`src/rtl/data_mem_arbiter.sv`:
```
// -----------------------------------------------------------------------------
// data_mem_arbiter
//
// Shares one single-port data RAM between the instruction-fetch port (IF) and
// the load/store port (MEM). One access is granted per cycle. MEM byte/half/
// word requests become RAM byte-lane selects plus lane-replicated write data.
// Load data is lane-extracted and sign/zero-extended. Every grant produces a
// registered response one cycle later.
//
// Arbitration: a lone requester always wins. When both request, MEM wins
// unless IF has already been refused STARVE_LIMIT cycles in a row.
//
// Optional feature (compile-time macro MISALIGN_TRAP_EN):
//   defined   : misaligned half/word MEM accesses are granted but not issued
//               to the RAM; the response carries mem_err = 1 and zero data.
//   undefined : low address bits are truncated to the access size and the
//               access proceeds normally; mem_err is always 0.
//
// Ports
//   clk, rst_n                 clock, asynchronous active-low reset
//   if_req / if_addr           IF read request, word address ([1:0] ignored)
//   if_gnt                     IF accepted this cycle (combinational)
//   if_rvalid / if_rdata       IF read response (registered)
//   mem_req / mem_we           MEM request, 1 = store, 0 = load
//   mem_size / mem_unsigned    00 byte, 01 half, 1x word; zero-extend loads
//   mem_addr / mem_wdata       MEM byte address, right-aligned store data
//   mem_gnt                    MEM accepted this cycle (combinational)
//   mem_rvalid / mem_rdata     MEM response (registered), data 0 for stores
//   mem_err                    misaligned access, qualified by mem_rvalid
//   ram_ce / ram_we            RAM chip / write enable
//   ram_addr / ram_sel         word-aligned RAM address, byte-lane select
//   ram_wdata / ram_rdata      lane-replicated write data, combinational read
// -----------------------------------------------------------------------------
module data_mem_arbiter #(
   parameter int ADDR_W       = 32,
   parameter int STARVE_LIMIT = 4
) (
   input  logic              clk,
   input  logic              rst_n,
   input  logic              if_req,
   input  logic [ADDR_W-1:0] if_addr,
   output logic              if_gnt,
   output logic              if_rvalid,
   output logic [31:0]       if_rdata,
   input  logic              mem_req,
   input  logic              mem_we,
   input  logic [1:0]        mem_size,
   input  logic              mem_unsigned,
   input  logic [ADDR_W-1:0] mem_addr,
   input  logic [31:0]       mem_wdata,
   output logic              mem_gnt,
   output logic              mem_rvalid,
   output logic [31:0]       mem_rdata,
   output logic              mem_err,
   output logic              ram_ce,
   output logic              ram_we,
   output logic [ADDR_W-1:0] ram_addr,
   output logic [3:0]        ram_sel,
   output logic [31:0]       ram_wdata,
   input  logic [31:0]       ram_rdata
);

   localparam int               CNT_W   = $clog2(STARVE_LIMIT + 1);
   localparam logic [CNT_W-1:0] CNT_SAT = CNT_W'(STARVE_LIMIT);

   typedef enum logic [1:0] {
      SIZE_BYTE     = 2'b00,
      SIZE_HALF     = 2'b01,
      SIZE_WORD     = 2'b10,
      SIZE_WORD_ALT = 2'b11
   } size_e;

   size_e            mem_size_e;
   logic             is_byte;
   logic             is_half;
   logic [1:0]       lane_ofs;       // size-aligned byte offset inside the word
   logic             mem_misalign;
   logic [CNT_W-1:0] starve_cnt_q;
   logic [CNT_W-1:0] starve_cnt_d;
   logic [3:0]       store_sel;
   logic [31:0]      store_wdata;
   logic [7:0]       load_byte;
   logic [15:0]      load_half;
   logic [31:0]      load_data;
   logic             unused_if_lo;

   // The IF port always fetches whole words.
   assign unused_if_lo = ^if_addr[1:0];

   assign mem_size_e = size_e'(mem_size);
   assign is_byte    = (mem_size_e == SIZE_BYTE);
   assign is_half    = (mem_size_e == SIZE_HALF);

`ifdef MISALIGN_TRAP_EN
   assign mem_misalign = is_half ? mem_addr[0] : (!is_byte && (mem_addr[1:0] != 2'b00));
`else
   assign mem_misalign = 1'b0;
`endif

   // ---------------------------------------------------------------------------
   // Arbitration and starvation counter
   // ---------------------------------------------------------------------------
   always_comb begin
      if_gnt  = if_req & (~mem_req | (starve_cnt_q == CNT_SAT));
      mem_gnt = mem_req & ~if_gnt;
   end

   // NOTE: every variable driven in a combinational block gets a default
   // assignment first, so no path through the block can infer a latch.
   always_comb begin
      starve_cnt_d = '0;
      if (if_req && !if_gnt) begin
         starve_cnt_d = (starve_cnt_q == CNT_SAT) ? CNT_SAT : starve_cnt_q + CNT_W'(1);
      end
   end

   // ---------------------------------------------------------------------------
   // MEM lane decode: truncation to the size alignment happens here, so a
   // non-trapping misaligned access simply uses the aligned lane(s).
   // ---------------------------------------------------------------------------
   always_comb begin
      lane_ofs = 2'b00;
      if (is_byte) begin
         lane_ofs = mem_addr[1:0];
      end else if (is_half) begin
         lane_ofs = {mem_addr[1], 1'b0};
      end
   end

   always_comb begin
      store_sel   = 4'b1111;
      store_wdata = mem_wdata;
      if (is_byte) begin
         store_sel   = 4'b0001 << lane_ofs;
         store_wdata = {4{mem_wdata[7:0]}};
      end else if (is_half) begin
         store_sel   = lane_ofs[1] ? 4'b1100 : 4'b0011;
         store_wdata = {2{mem_wdata[15:0]}};
      end
   end

   always_comb begin
      case (lane_ofs)
         2'd0:    load_byte = ram_rdata[7:0];
         2'd1:    load_byte = ram_rdata[15:8];
         2'd2:    load_byte = ram_rdata[23:16];
         default: load_byte = ram_rdata[31:24];
      endcase
      load_half = lane_ofs[1] ? ram_rdata[31:16] : ram_rdata[15:0];
      if (is_byte) begin
         load_data = {{24{~mem_unsigned & load_byte[7]}}, load_byte};
      end else if (is_half) begin
         load_data = {{16{~mem_unsigned & load_half[15]}}, load_half};
      end else begin
         load_data = ram_rdata;
      end
   end

   // ---------------------------------------------------------------------------
   // RAM drive. A trapped misaligned MEM grant leaves ce/we/sel low.
   // ---------------------------------------------------------------------------
   always_comb begin
      ram_ce    = 1'b0;
      ram_we    = 1'b0;
      ram_addr  = '0;
      ram_sel   = 4'b0000;
      ram_wdata = '0;
      if (if_gnt) begin
         ram_ce   = 1'b1;
         ram_addr = {if_addr[ADDR_W-1:2], 2'b00};
         ram_sel  = 4'b1111;
      end else if (mem_gnt) begin
         ram_addr = {mem_addr[ADDR_W-1:2], 2'b00};
         if (!mem_misalign) begin
            ram_ce    = 1'b1;
            ram_we    = mem_we;
            ram_sel   = mem_we ? store_sel : 4'b1111;
            ram_wdata = mem_we ? store_wdata : 32'h0;
         end
      end
   end

   // ---------------------------------------------------------------------------
   // State: starvation counter and the one-cycle registered responses.
   // ---------------------------------------------------------------------------
   // NOTE: sequential state uses non-blocking assignments so every register
   // samples the pre-edge values, independent of statement order.
   always_ff @(posedge clk or negedge rst_n) begin
      if (!rst_n) begin
         starve_cnt_q <= '0;
      end else begin
         starve_cnt_q <= starve_cnt_d;
      end
   end

   always_ff @(posedge clk or negedge rst_n) begin
      if (!rst_n) begin
         if_rvalid  <= 1'b0;
         if_rdata   <= '0;
         mem_rvalid <= 1'b0;
         mem_rdata  <= '0;
         mem_err    <= 1'b0;
      end else begin
         if_rvalid  <= if_gnt;
         mem_rvalid <= mem_gnt;
         mem_err    <= mem_gnt & mem_misalign;
         if (if_gnt) begin
            if_rdata <= ram_rdata;
         end
         if (mem_gnt) begin
            mem_rdata <= (mem_we || mem_misalign) ? 32'h0 : load_data;
         end
      end
   end

endmodule

```
`config.mk`:
```
export PLATFORM = sky130hd
export DESIGN_NAME = data_mem_arbiter
export DESIGN_NICKNAME = d
export VERILOG_FILES = /design/src/rtl/data_mem_arbiter.sv
export SDC_FILE = /design/constraint.sdc
export NUM_CORES = 1
export LEC_CHECK = 0
export BUFFER_PORTS_ARGS = -buffer_cell sky130_fd_sc_hd__buf_2
export CORE_AREA = 2 2 108 110
export CTS_CLUSTER_DIAMETER = 150
export CTS_CLUSTER_SIZE = 8
export DETAILED_ROUTE_END_ITERATION = 12
export DIE_AREA = 0 0 110 112
export GPL_TIMING_DRIVEN = 0
export PLACE_DENSITY_LB_ADDON = 0.05
export SLEW_MARGIN = 10
export SYNTH_ARGS = -nofsm -noshare
export SYNTH_HDL_FRONTEND = slang
export SYNTH_SLANG_ARGS = --single-unit
```
`constraint.sdc`:
```
create_clock -name clk -period 1.9 [get_ports clk]
set_input_delay 0.095 -clock clk [delete_from_list [all_inputs] [get_ports clk]]
set_output_delay 0.095 -clock clk [all_outputs]
set_load 0.02 [all_outputs]
```
==> run_summary.xml, run 1 <==
<?xml version="1.0" encoding="UTF-8"?>
<metrics>
  <group name="power">
    <metric name="power_dens_cells" unit="nW/um2">755.0</metric>
    <metric name="power.static_leakage" unit="nW">3.363</metric>
    <metric name="vdd_ir_drop_max" unit="mV">0.5117</metric>
  </group>
  <group name="grt">
    <metric name="tot_gr_track_use" unit="">0.2784</metric>
    <metric name="antenna_found_initial" unit="">0</metric>
    <metric name="global_route_wire_length_before_repair" unit="um">25490</metric>
    <metric name="largest_net_degree_at_the_start_of_global_routing" unit="">48</metric>
    <metric name="grt_overflow_total" unit="">0</metric>
    <metric name="grt_pass1_vias" unit="">4623</metric>
  </group>
  <group name="routing">
    <metric name="drt_first_pass_iters" unit="">6</metric>
    <metric name="wl_per_cell" unit="um">19.77</metric>
    <metric name="via_count" unit="">4693</metric>
    <metric name="post_route_drc" unit="">0</metric>
    <metric name="initialDrtViolationCount" unit="">198</metric>
    <metric name="finalWirelength" unit="um">17380</metric>
    <metric name="avgViaCountPerCell" unit="">5.339</metric>
    <metric name="antenna_nets_post_route" unit="">0</metric>
  </group>
  <group name="run_status">
    <metric name="failing_checks" unit="">negative setup slack</metric>
    <metric name="run_status" unit="">finished, violations left</metric>
  </group>
  <group name="sta">
    <metric name="finalClockSkew" unit="ps">6.965</metric>
    <metric name="final.min_clock_period" unit="ps">1925</metric>
    <metric name="finalWorstSetupSlack" unit="ps">-24.70</metric>
    <metric name="timing_hold_violations_final" unit="">0</metric>
    <metric name="hold-worst-slack" unit="ps">14.37</metric>
    <metric name="finalSetupViolCount" unit="">15</metric>
    <metric name="grt_setup_unrepaired" unit="">yes</metric>
    <metric name="worstMarginPinSlew" unit="ps">526.0</metric>
    <metric name="slew-limit-headroom" unit="">0.6494</metric>
    <metric name="slew_viol_final" unit="">0</metric>
    <metric name="fin_crit_sh" unit="">1.013</metric>
    <metric name="fmaxAchievable" unit="GHz">0.5196</metric>
  </group>
  <group name="min_path">
    <metric name="worst_min_delay_path_startpoint" unit="">ram_rdata[6]</metric>
    <metric name="min_path_type" unit="">in2reg</metric>
  </group>
  <group name="synthesis">
    <metric name="post_synth.cell_area_avg" unit="um2">9.448</metric>
    <metric name="synth_top_area_cell" unit="">sky130_fd_sc_hd__dfrtp_1</metric>
    <metric name="netlist_instances" unit="">443</metric>
    <metric name="yosysSeqAreaShare" unit="">0.4126</metric>
    <metric name="synthDistinctLibCells" unit="">36</metric>
    <metric name="main_flop_type_after_synthesis" unit="">sky130_fd_sc_hd__dfrtp_1</metric>
    <metric name="number_of_flops_mapped_to_enable_cells_by_yosys" unit="">0</metric>
    <metric name="synth_top_area_share" unit="">0.4126</metric>
    <metric name="yosysWarningCount" unit="">0</metric>
    <metric name="netlist_area_pre_place" unit="um2">4185</metric>
    <metric name="ys_ff_latch" unit="">69</metric>
    <metric name="async_reset_ff_frac" unit="">1.000</metric>
    <metric name="synth_top_cells_by_area" unit="">sky130_fd_sc_hd__dfrtp_1 (41%), sky130_fd_sc_hd__mux2_2 (8.6%), sky130_fd_sc_hd__a22o_1 (6.5%)</metric>
  </group>
  <group name="worst_setup_path">
    <metric name="critPathKind" unit="">reg2out</metric>
    <metric name="crit_path_max_fanout" unit="">5</metric>
    <metric name="rr_startpoint" unit="">starve_cnt_q[1]</metric>
    <metric name="endpoint" unit="">ram_addr[19]</metric>
    <metric name="critPathRequiredTime" unit="ps">1800</metric>
    <metric name="worst-r2r-setup-slack" unit="ps">30</metric>
    <metric name="arrival" unit="ps">1830</metric>
    <metric name="crit_path_end_kind" unit="">primary output</metric>
    <metric name="crit_path_start_kind" unit="">register</metric>
    <metric name="critical_path.startpoint" unit="">starve_cnt_q[1]</metric>
    <metric name="number_of_cells_traversed_by_the_worst_register_to_register_path" unit="">7</metric>
    <metric name="critical_path.reg2reg.endpoint" unit="">mem_rdata[12]</metric>
  </group>
  <group name="clock_tree">
    <metric name="cts_max_level" unit="">3</metric>
    <metric name="cts_made_buffers" unit="">9</metric>
    <metric name="clock_edge_transition_at_the_registers_on_the_reported_setup_and_hold_paths" unit="ps">60</metric>
    <metric name="clock-root-buffer" unit="">sky130_fd_sc_hd__clkbuf_16</metric>
    <metric name="insertion_delay" unit="ps">340</metric>
    <metric name="clock_path_buffers" unit="">2</metric>
    <metric name="clock_sinks" unit="">69</metric>
    <metric name="tritoncts" unit="">yes</metric>
  </group>
  <group name="floorplanning">
    <metric name="die_span_x" unit="um">110</metric>
    <metric name="io_pins" unit="">275</metric>
    <metric name="rows" unit="">39</metric>
    <metric name="die-height" unit="um">112</metric>
    <metric name="floorplan.die_area" unit="um2">12320</metric>
    <metric name="core_region_area" unit="um2">11170</metric>
    <metric name="initial_core_util" unit="">0.3745</metric>
  </group>
  <group name="cells_and_area">
    <metric name="nFillCells" unit="">1004</metric>
    <metric name="final_nets" unit="">870</metric>
    <metric name="syn_to_final_growth" unit="%">57.01</metric>
    <metric name="multi_input_comb_area" unit="um2">2342</metric>
    <metric name="layout.cells.most_common_list" unit="">sky130_fd_sc_hd__buf_2 (231), sky130_fd_sc_hd__dfrtp_1 (69), sky130_fd_sc_hd__nand2_1 (54)</metric>
    <metric name="layout.cells.most_common" unit="">sky130_fd_sc_hd__buf_2</metric>
    <metric name="antenna_cells" unit="">0</metric>
    <metric name="share_of_cells_above_drive_strength_1" unit="">0.5353</metric>
    <metric name="register_area" unit="um2">1727</metric>
  </group>
  <group name="job">
    <metric name="timing.max_cap.violations" unit="">0</metric>
  </group>
  <group name="placement">
    <metric name="io_buffers" unit="">265</metric>
    <metric name="gp_routability_congestion" unit="">0.8978</metric>
    <metric name="dpl_worst_slack" unit="ps">-342.4</metric>
    <metric name="dp.final_hpwl" unit="um">13810</metric>
  </group>
</metrics>
## worst min-delay path by stage
stage                          endpoint  slack [ps]  cells after the start
final                       if_rdata[6]          10                      2
after global routing        if_rdata[6]          20                      2
after floorplan             if_rdata[0]        -200                      0
after detailed placement  mem_rdata[24]          20                      1
after CTS                   if_rdata[6]          10                      2
after global placement      if_rdata[6]         350                      2
## sequential cells by signal, indices dropped and copies added, names as in the netlist
register / cells
mem_rvalid: 1
if_rvalid: 1
starve_cnt_q: 3
mem_rdata: 32
if_rdata: 32
## layer usage
metal | vias to the layer above | share of wire | track usage | wire length, um
met4 | 0 | 0.031 | 0.1046 | 540
li1 | 2198 | - | - | -
met1 | 2262 | 0.37 | 0.3067 | 6419
met3 | 29 | 0.058 | 0.06265 | 1012
met2 | 204 | 0.54 | 0.5092 | 9404
met5 | - | 0 | 0 | 0
## power breakdown
| group | leakage [nW] | switching (W) | internal, W |
|---|---|---|---|
| clock network | 0.145 | 0.000615 | 0.00104 |
| logic | 2.36 | 0.000927 | 0.000662 |
| registers | 0.862 | 0.0000792 | 0.00164 |
| total | 3.36 | 0.00162 | 0.00334 |
## cell usage after synthesis (all sizes together), types with 2 or more instances
cell type and n:
a22o 31, or2 2, nand3 3, o31ai 32
buf 29, nor2b 9, mux2 32, a221o 8
or3 14, dfrtp 69, nand2 59, ha 2
inv 8, and3 8, clkbuf 14, mux2i 18
nor2 28, nand2b 3, a21oi 44, o22ai 15
o21ai 6
## per-stage QoR
step	TNS, ps	instance area, um2	util	total power, W	instances
after floorplan	0	4193	-	0.002562	445
after global placement	-8004	5698	0.5099	0.003162	853
after detailed placement	-12420	5728	0.5126	0.003190	854
after CTS	-369.8	6407	0.5734	0.004945	877
after global routing	-2482	6571	0.5881	0.005173	879
final	-160.0	6571	0.5881	0.004962	879
## layout make-up
| class | instances | share of cell area |
|---|---|---|
| Buffer | 43 | 0.04798 |
| Inverter | 8 | 0.005712 |
| Multi-Input combinational cell | 325 | 0.3564 |
| Sequential cell | 69 | 0.2628 |
| Tap cell | 143 | 0.02723 |
| Timing Repair Buffer | 276 | 0.2555 |
| Clock inverter | 4 | 0.007426 |
| Clock buffer | 11 | 0.03694 |
## worst max-delay path, stage by stage, from the launching register on
cell,delay [ps]
sky130_fd_sc_hd__dfrtp_1,390
sky130_fd_sc_hd__inv_2,80
sky130_fd_sc_hd__ha_4,160
sky130_fd_sc_hd__nand3_4,90
sky130_fd_sc_hd__nand2_4,110
sky130_fd_sc_hd__inv_6,50
sky130_fd_sc_hd__clkbuf_16,150
sky130_fd_sc_hd__buf_8,120
sky130_fd_sc_hd__a22o_1,190
sky130_fd_sc_hd__buf_6,130
## logic make-up (layout without fill, tap and decap cells)
family / after synthesis / count (layout) / share of synthesized area
flip-flops: 69 / 69 / 0.4126
AO/OA/AOI/OAI: 140 / 140 / 0.2469
other: 1 / 3 / 0.0008960
adder cells (fa/ha/maj): 2 / 2 / 0.005978
AND/OR/NAND/NOR: 130 / 130 / 0.1450
buffers and inverters: 51 / 342 / 0.05949
multiplexers: 50 / 50 / 0.1291
## what timing repair did
item / CTS / global route
hold buffers: 1 / 0
endpoints found under the setup margin: 107 / 76
pin swaps: 4 / 3
resized for setup: 90 / 49
cloned: 2 / 1
setup buffers: 5 / 1
endpoints found under the hold margin: 22 / 0
Note: power is estimated with default switching activity, not from simulation.
==> run 2, diff against run 1 <==
--- a/config.mk
+++ b/config.mk
@@ -13,6 +13,7 @@
 export DIE_AREA = 0 0 110 112
 export GPL_TIMING_DRIVEN = 0
 export PLACE_DENSITY_LB_ADDON = 0.05
+export SKIP_LAST_GASP = 1
 export SLEW_MARGIN = 10
 export SYNTH_ARGS = -nofsm -noshare
 export SYNTH_HDL_FRONTEND = slang
==> run 2 against run 1 <==
Net effect: the flow still finishes with violations (negative setup slack); final cell count did not move; worst setup slack improved by 5.3 ps; via count down 0.15%; first-iteration DRC count increased by 5.1%; total power down 0.30%; global-route usage barely moved; largest power group unchanged.
==> run_summary.xml, run 2 (synthesized netlist as in run 1, its figures left out) <==
<?xml version="1.0" encoding="UTF-8"?>
<metrics>
  <group name="grt">
    <metric name="grt_pass1_vias" unit="">4625</metric>
    <metric name="grt_overflow_total" unit="">0</metric>
    <metric name="tot_gr_track_use" unit="">0.2781</metric>
    <metric name="antenna_found_initial" unit="">0</metric>
    <metric name="largest_net_degree_at_the_start_of_global_routing" unit="">48</metric>
    <metric name="global_route_wire_length_before_repair" unit="um">25450</metric>
  </group>
  <group name="power">
    <metric name="p_clk_frac" unit="">0.332</metric>
    <metric name="swShare" unit="">0.3250</metric>
    <metric name="p_total" unit="W">0.004946</metric>
    <metric name="power_dens_cells" unit="nW/um2">753.2</metric>
    <metric name="internal_power" unit="W">0.003339</metric>
    <metric name="seqPwrFrac" unit="">0.347</metric>
    <metric name="switching_power" unit="W">0.001608</metric>
    <metric name="power.static_leakage" unit="nW">3.362</metric>
    <metric name="vdd_ir_drop_max" unit="mV">0.5115</metric>
    <metric name="comb_power_share" unit="">0.321</metric>
  </group>
  <group name="sta">
    <metric name="finalWorstSetupSlack" unit="ps">-19.36</metric>
    <metric name="fmaxAchievable" unit="GHz">0.5210</metric>
    <metric name="slew-limit-headroom" unit="">0.6494</metric>
    <metric name="worstMarginPinSlew" unit="ps">525.9</metric>
    <metric name="finalSetupViolCount" unit="">11</metric>
    <metric name="timing_hold_violations_final" unit="">0</metric>
    <metric name="fin_crit_sh" unit="">1.010</metric>
    <metric name="finalClockSkew" unit="ps">7.799</metric>
    <metric name="hold-worst-slack" unit="ps">19.51</metric>
    <metric name="grt_setup_unrepaired" unit="">yes</metric>
    <metric name="slew_viol_final" unit="">0</metric>
    <metric name="final.min_clock_period" unit="ps">1919</metric>
  </group>
  <group name="cells_and_area">
    <metric name="layout.cells.most_common_list" unit="">sky130_fd_sc_hd__buf_2 (232), sky130_fd_sc_hd__dfrtp_1 (69), sky130_fd_sc_hd__nand2_1 (54)</metric>
    <metric name="biggest_regs" unit="">if_rdata (32), mem_rdata (32), starve_cnt_q (3)</metric>
    <metric name="syn_to_final_growth" unit="%">56.92</metric>
    <metric name="postLayoutCellArea" unit="um2">6568</metric>
    <metric name="final_nets" unit="">870</metric>
    <metric name="antenna_cells" unit="">0</metric>
    <metric name="share_of_cells_above_drive_strength_1" unit="">0.5367</metric>
    <metric name="layout.cells.most_common" unit="">sky130_fd_sc_hd__buf_2</metric>
  </group>
  <group name="floorplanning">
    <metric name="core_region_area" unit="um2">11170</metric>
    <metric name="rows" unit="">39</metric>
    <metric name="die-height" unit="um">112</metric>
    <metric name="die_span_x" unit="um">110</metric>
    <metric name="initial_core_util" unit="">0.3745</metric>
    <metric name="io_pins" unit="">275</metric>
    <metric name="floorplan.die_area" unit="um2">12320</metric>
  </group>
  <group name="clock_tree">
    <metric name="cts_max_level" unit="">3</metric>
    <metric name="tritoncts" unit="">yes</metric>
    <metric name="clock-root-buffer" unit="">sky130_fd_sc_hd__clkbuf_16</metric>
    <metric name="clock_edge_transition_at_the_registers_on_the_reported_setup_and_hold_paths" unit="ps">60</metric>
    <metric name="clock_path_buffers" unit="">2</metric>
    <metric name="cts_made_buffers" unit="">9</metric>
    <metric name="insertion_delay" unit="ps">340</metric>
    <metric name="clock_sinks" unit="">69</metric>
  </group>
  <group name="placement">
    <metric name="placed_area" unit="um2">5728</metric>
    <metric name="io_buffers" unit="">265</metric>
    <metric name="gp_routability_congestion" unit="">0.8978</metric>
    <metric name="dp.final_hpwl" unit="um">13810</metric>
    <metric name="dpl_worst_slack" unit="ps">-342.4</metric>
  </group>
  <group name="routing">
    <metric name="finalWirelength" unit="um">17300</metric>
    <metric name="wl_per_cell" unit="um">19.68</metric>
    <metric name="via_count" unit="">4686</metric>
    <metric name="drt_first_pass_iters" unit="">5</metric>
    <metric name="antenna_nets_post_route" unit="">0</metric>
    <metric name="avgViaCountPerCell" unit="">5.331</metric>
    <metric name="initialDrtViolationCount" unit="">208</metric>
    <metric name="post_route_drc" unit="">0</metric>
  </group>
  <group name="worst_setup_path">
    <metric name="crit_chain" unit="">inv_2, ha_4, nand3_4, nand2_4, inv_6, clkbuf_16, buf_8, a22o_1, buf_6</metric>
    <metric name="arrival" unit="ps">1820</metric>
    <metric name="critPathRequiredTime" unit="ps">1800</metric>
    <metric name="worst_path_largest_cell_delay" unit="ps">390</metric>
    <metric name="crit_path_end_kind" unit="">primary output</metric>
    <metric name="critical_path.slowest_cell" unit="">sky130_fd_sc_hd__dfrtp_1</metric>
    <metric name="crit_path_start_kind" unit="">register</metric>
    <metric name="crit_path_max_fanout" unit="">5</metric>
    <metric name="critPathKind" unit="">reg2out</metric>
    <metric name="cell_class_contributing_the_biggest_share_of_worst_path_delay" unit="">buffers and inverters</metric>
    <metric name="cp.buffers_inverters" unit="">5</metric>
  </group>
  <group name="job">
    <metric name="timing.max_cap.violations" unit="">0</metric>
  </group>
  <group name="min_path">
    <metric name="min_path_type" unit="">in2reg</metric>
  </group>
  <group name="run_status">
    <metric name="failing_checks" unit="">negative setup slack</metric>
    <metric name="run_status" unit="">finished, violations left</metric>
  </group>
</metrics>
==> run 2: changes by cell type in the layout (fill, tap and decap cells not counted) <==
cell	previous run	this run
sky130_fd_sc_hd__nor2_1	28	27
sky130_fd_sc_hd__buf_6	28	27
sky130_fd_sc_hd__buf_2	231	232
sky130_fd_sc_hd__nor2_2	0	1
==> run 2: final cells by class <==
type	count	area [um2]
Clock inverter	4	48.80
Clock buffer	11	242.7
Inverter	8	37.54
Timing Repair Buffer	276	1673
Tap cell	143	178.9
Sequential cell	69	1727
Buffer	43	315.3
Fill cell	1003	4607
Multi-Input combinational cell	325	2345
==> run 2: what timing repair did <==
item	4_1_cts	5_1_grt
resized for setup	88	50
cloned	2	1
endpoints found under the setup margin	107	76
hold buffers	1	0
endpoints found under the hold margin	22	0
pin swaps	4	3
setup buffers	5	1
==> run 2: final timing paths <==
kind | start | to | slack [ps] | cells after the start
hold / removal | ram_rdata[6] | if_rdata[6] | 20 | 2
hold reg to reg | mem_rdata[22] | mem_rdata[22] | 470 | 2
max in group asynchronous | rst_n | mem_rdata[13] | 1160 | 3
setup reg to reg | starve_cnt_q[1] | mem_rdata[12] | 30 | 7
min in group asynchronous | rst_n | mem_rdata[28] | 200 | 2
setup / recovery | starve_cnt_q[1] | ram_addr[19] | -20 | 9
==> run 2: metrics by stage <==
stage	setup TNS (ps)	std cells	utilization
2_1_floorplan	0	445	-
3_3_place_gp	-8004	853	0.5099
3_5_place_dp	-12420	854	0.5126
4_1_cts	-371.6	877	0.5729
5_1_grt	-2480	879	0.5877
6_report	-94.46	879	0.5877
==> run 2: metal layers <==
metal | vias to the layer above | global-route usage | wire length, um
met3 | 31 | 0.06265 | 1017
met5 | - | 0 | 0
met4 | 0 | 0.1046 | 547
met2 | 201 | 0.5092 | 9353
li1 | 2200 | - | -
met1 | 2254 | 0.3056 | 6380
==> run 2: power groups by stage <==
stage / Sequential, W / Combinational, W / Clock (W)
after floorplan: 0.00195 / 0.000615 / 0
after detailed placement: 0.00174 / 0.00145 / 0
after CTS: 0.00172 / 0.00155 / 0.00168
after global routing: 0.00174 / 0.00169 / 0.00174
after global placement: 0.00173 / 0.00143 / 0
final: 0.00172 / 0.00159 / 0.00164
